## src/rtl/sync_fifo_flags.sv

```systemverilog
// rtl/sync_fifo_flags.sv - single-clock FIFO with occupancy flags, error pulses and optional FWFT read
module sync_fifo_flags #(
    parameter int WIDTH    = 8,
    parameter int DEPTH    = 8,
    parameter int AF_LEVEL = DEPTH - 2,
    parameter int AE_LEVEL = 2,
    parameter int FWFT     = 0
) (
    input  logic                       clk,
    input  logic                       rst,
    input  logic                       w_en,
    input  logic                       r_en,
    input  logic [WIDTH-1:0]           data_in,
    output logic [WIDTH-1:0]           data_out,
    output logic                       full,
    output logic                       empty,
    output logic                       almost_full,
    output logic                       almost_empty,
    output logic [$clog2(DEPTH):0]     count,
    output logic                       overflow,
    output logic                       underflow
);

    localparam int AW = $clog2(DEPTH);
    localparam int CW = AW + 1;
    localparam logic [CW-1:0] FULL_CNT = CW'(DEPTH);
    localparam logic [CW-1:0] AF_CNT   = CW'(AF_LEVEL);
    localparam logic [CW-1:0] AE_CNT   = CW'(AE_LEVEL);

    logic [WIDTH-1:0] mem [DEPTH];
    logic [AW-1:0]    wr_ptr;
    logic [AW-1:0]    rd_ptr;
    logic [CW-1:0]    count_q;
    logic             wr_ok;
    logic             rd_ok;

    // Acceptance is judged on the registered flags, so full+read frees no slot this edge.
    assign wr_ok = w_en && !full;
    assign rd_ok = r_en && !empty;

    assign count        = count_q;
    assign full         = (count_q == FULL_CNT);
    assign empty        = (count_q == '0);
    assign almost_full  = (count_q >= AF_CNT);
    assign almost_empty = (count_q <= AE_CNT);

    always_ff @(posedge clk) begin
        if (wr_ok) begin
            mem[wr_ptr] <= data_in;
        end
    end

    always_ff @(posedge clk or negedge rst) begin
        if (!rst) begin
            wr_ptr    <= '0;
            rd_ptr    <= '0;
            count_q   <= '0;
            overflow  <= 1'b0;
            underflow <= 1'b0;
        end else begin
            overflow  <= w_en && full;
            underflow <= r_en && empty;
            if (wr_ok) begin
                wr_ptr <= wr_ptr + 1'b1;
            end
            if (rd_ok) begin
                rd_ptr <= rd_ptr + 1'b1;
            end
            case ({wr_ok, rd_ok})
                2'b10:   count_q <= count_q + 1'b1;
                2'b01:   count_q <= count_q - 1'b1;
                default: count_q <= count_q;
            endcase
        end
    end

    generate
        if (FWFT != 0) begin : g_fwft
            // Head word is exposed directly; gating on empty hides unreset memory.
            assign data_out = empty ? '0 : mem[rd_ptr];
        end else begin : g_reg
            logic [WIDTH-1:0] dout_q;
            always_ff @(posedge clk or negedge rst) begin
                if (!rst) begin
                    dout_q <= '0;
                end else if (rd_ok) begin
                    dout_q <= mem[rd_ptr];
                end
            end
            assign data_out = dout_q;
        end
    endgenerate

endmodule

```

## config.mk

```make
export PLATFORM = sky130hd
export DESIGN_NAME = sync_fifo_flags
export DESIGN_NICKNAME = d
export VERILOG_FILES = /design/src/rtl/sync_fifo_flags.sv
export SDC_FILE = /design/constraint.sdc
export NUM_CORES = 1
export LEC_CHECK = 0
export BUFFER_PORTS_ARGS = -buffer_cell sky130_fd_sc_hd__buf_2
export CORE_ASPECT_RATIO = 1.5
export CORE_MARGIN = 2
export CORE_UTILIZATION = 30
export DETAILED_ROUTE_END_ITERATION = 12
export PLACE_DENSITY = 0.56
export SLEW_MARGIN = 20
export SYNTH_ARGS = -nofsm -noshare
export SYNTH_HDL_FRONTEND = slang
export SYNTH_SLANG_ARGS = --single-unit
```

## constraint.sdc

```tcl
create_clock -name clk -period 6.4 [get_ports clk]
set_input_delay 0.64 -clock clk [delete_from_list [all_inputs] [get_ports clk]]
set_output_delay 0.64 -clock clk [all_outputs]
set_load 0.05 [all_outputs]
```

==> out/metrics.csv <==
stage,metric,value,unit
status,status,finished clean,
timing,Highest Clock Rate,0.334,GHz
logic_synthesis,Post-synth EDFFs,64,
logic_synthesis,Yosys top cell area share,54.8,%
detailed_routing,post-route ant nets,0,
clocking,Worst-Skew Late Latency,0.33,ns
global_routing,initial antenna violation count,0,
clocking,cts repair resizes,0,
critical_path,largest stage delay on the critical path,0.71,ns
detailed_routing,Routed WL per cell,14.0,µm
detailed_routing,vias,1779,
clocking,TritonCTS clock tree,yes,
timing,Fin. Hold Viols,0,
final_layout,layout cells sized above 1,29.7,%
detailed_routing,DRC viols,0,
critical_path,"Max FO, Critical Path",19,
final_layout,final instance area,4080,µm²
timing,Slew Limit Fails,0,
global_routing,first-pass GRT wire length,9390,µm
logic_synthesis,post-synthesis area per instance,16.1,µm²
logic_synthesis,ranking of synthesized cells by area,"edfxtp_1, dfrtp_1, mux2_2, mux2i_1, a221o_1",
critical_path,crit end category,register,
clocking,htree depth,3,
job,max_cap viols,0,
timing,Worst Skew,0.00533,ns
timing,crit path time final,2.99,ns
floorplan,# IOs,30,
floorplan,initial core utilization,30.6,%
timing,fin crit share,46.8,%
final_layout,Syn-to-layout area delta,16.4,%
logic_synthesis,compound-cell area share of the yosys netlist,6.85,%
pwr,Max VDD drop,152,µV
clocking,clock slew at reported path FFs,0.06,ns
logic_synthesis,Most used DFF post-synth,edfxtp_1,
place,hpwl dp,3990,µm
place,number of port buffers,29,
final_layout,# diodes,0,
detailed_routing,Via density,4.38,
logic_synthesis,cell with the most instances after synthesis,edfxtp_1,
critical_path,Startpoint Class,register,
logic_synthesis,asr flop ratio synth,23.8,%
logic_synthesis,XOR/XNOR Fraction of Synth Area,2.00,%
logic_synthesis,Synth Warn #,0,
pwr,leak pwr,0.00153,µW
floorplan,Die ar.,12600,µm²
detailed_routing,WL final,5680,µm
critical_path,worst-path cell chain,"nor4_4, nand2b_1, inv_2, ha_1, xor2_1, ha_1, a21oi_1, xor2_1, nor2_1, xor2_1",
clocking,Post-CTS Setup Bufs,0,
timing,setup slack after layout,3.41,ns
detailed_routing,Highest Signal Layer,met4,
floorplan,die extent in x,92.3,µm
logic_synthesis,net count after synthesis,235,
global_routing,vias in the first global route,1900,
timing,final setup violation count,0,
timing,post-route setup TNS,0,ns
logic_synthesis,Post-synth top cells,"edfxtp_1, dfrtp_1, nand2_1",
clocking,CTS sink count,84,
critical_path,most frequent CP cell,xor2_1,
clocking,CTS buffer count,9,
clocking,worst-case clock buffer depth,2,
detailed_routing,initial DRC count,124,
clocking,hold_buf cts,0,
final_layout,fin util,35.6,%
logic_synthesis,"area leader, netlist",edfxtp_1,
final_layout,Layout Nets,268,
critical_path,"Arr. time, crit path",3.20,ns
detailed_routing,met2 WL,2980,µm
global_routing,total grt overflow,0,
logic_synthesis,post-synthesis cell area,3510,µm²
place,dpl ws,3.35,ns
timing,unrepaired setup endpoints after global routing,no,
logic_synthesis,mux contribution to synthesized area,10.0,%
detailed_routing,DR pass1 iterations,4,
worst_hold_path,worst hold path type,primary input to async pin,
critical_path,Worst Path Required,6.61,ns
global_routing,Global Route Usage Sum,10.0,%
clocking,clock root buffer master,clkbuf_16,
timing,Slew HR,42.7,%
critical_path,"Worst Path Class, Setup",register to register,
floorplan,# rows,48,
floorplan,Core ar.,11500,µm²
detailed_routing,met3 wire length,167,µm
place,Area after DPL,3750,µm²
detailed_routing,M1 wire length,2410,µm
critical_path,R2R depth,10,
logic_synthesis,synth unique cells,35,
logic_synthesis,"flops & latches, synth",84,
pwr,pwr/cell area,509,nW/µm²
critical_path,slowest cell on the critical path,nand2b_1,
logic_synthesis,Syn Inst Count,218,
global_routing,largest net degree at the start of global routing,35,
place,global placer's final weighted congestion,0.697,
logic_synthesis,sequential share of the synthesized area,69.1,%
logic_synthesis,Post-Synth Adder-Cell Area,1.78,%
logic_synthesis,simple-gate portion of the synthesized area,6.92,%
logic_synthesis,largest family of logic cells by synthesized area,multiplexers,
final_layout,post-route insts no fill,406,
place,DP Cell Count,390,
timing,Worst Max-Slew Pin Slew,0.860,ns
floorplan,die height,136,µm
[critical path, delay by kind of cell (launching register included)]
kind                     cells  cell delay (ns)
AO/OA/AOI/OAI                1             0.14
XOR/XNOR                     3             0.46
adder cells (fa/ha/maj)      2             0.48
buffers and inverters        1             0.14
flip-flops                   1             0.51
AND/OR/NAND/NOR              3             1.12
[layout make-up]
cell class | instances | area, µm²
Clock inverter | 4 | 72.6
Timing Repair Buffer | 32 | 168
Clock buffer | 12 | 256
Sequential cell | 84 | 2420
Inverter | 2 | 7.51
Fill cell | 1069 | 7390
Tap cell | 150 | 188
Multi-Input combinational cell | 122 | 967
[routing by layer]
layer	up-vias	track usage, %
li1	889	-
met5	-	0
met2	29	17.2
met4	0	5.72
met3	8	2.88
met1	853	11.0
[cells in the final DEF, fill, tap and decap left out, drive strengths merged, types with 4 or more instances in the layout]
master,n
xor2,4
a221o,8
nor2,8
xnor2,4
o21ai,8
mux2i,16
mux2,17
buf,32
dfrtp,20
ha,5
o22ai,8
clkbuf,12
edfxtp,64
nand2,21
nand2b,6
[flip-flops by register name, indices dropped and copies added (netlist names)]
register / cells
mem: 64
data_out: 8
count: 4
rd_ptr: 3
wr_ptr: 3
overflow: 1
underflow: 1
[worst paths after layout]
| path | from | to | slack (ns) |
|---|---|---|---|
| max | count[1] | count[2] | 3.41 |
| min | rst | overflow | 0.25 |
| max reg2reg | count[1] | count[2] | 3.41 |
| min reg2reg | data_out[6] | data_out[6] | 0.47 |
| max in group asynchronous | rst | data_out[4] | 5.83 |
| min in group clk | data_out[6] | data_out[6] | 0.47 |
[logic make-up (layout without fill, tap and decap cells)]
family,count (synthesis),after routing
buffers and inverters,12,50
AOI/OAI and AO/OA,30,30
DFF,84,84
and+or+nand+nor,46,46
xor gates and xnor gates,8,8
muxes,33,33
adders and majority gates,5,5
[power by group]
group,switching [µW],internal (µW)
combinational,462,259
clock,196,362
sequential,85.1,712
[metrics by stage]
| stage | total power, µW | hold WS (ns) |
|---|---|---|
| after floorplan | 1420 | 0.344 |
| after global placement | 1530 | 0.467 |
| after detailed placement | 1540 | 0.463 |
| after CTS | 2100 | 0.265 |
| after global routing | 2190 | 0.283 |
| final | 2080 | 0.251 |
Note: power is estimated with default switching activity, not from simulation.
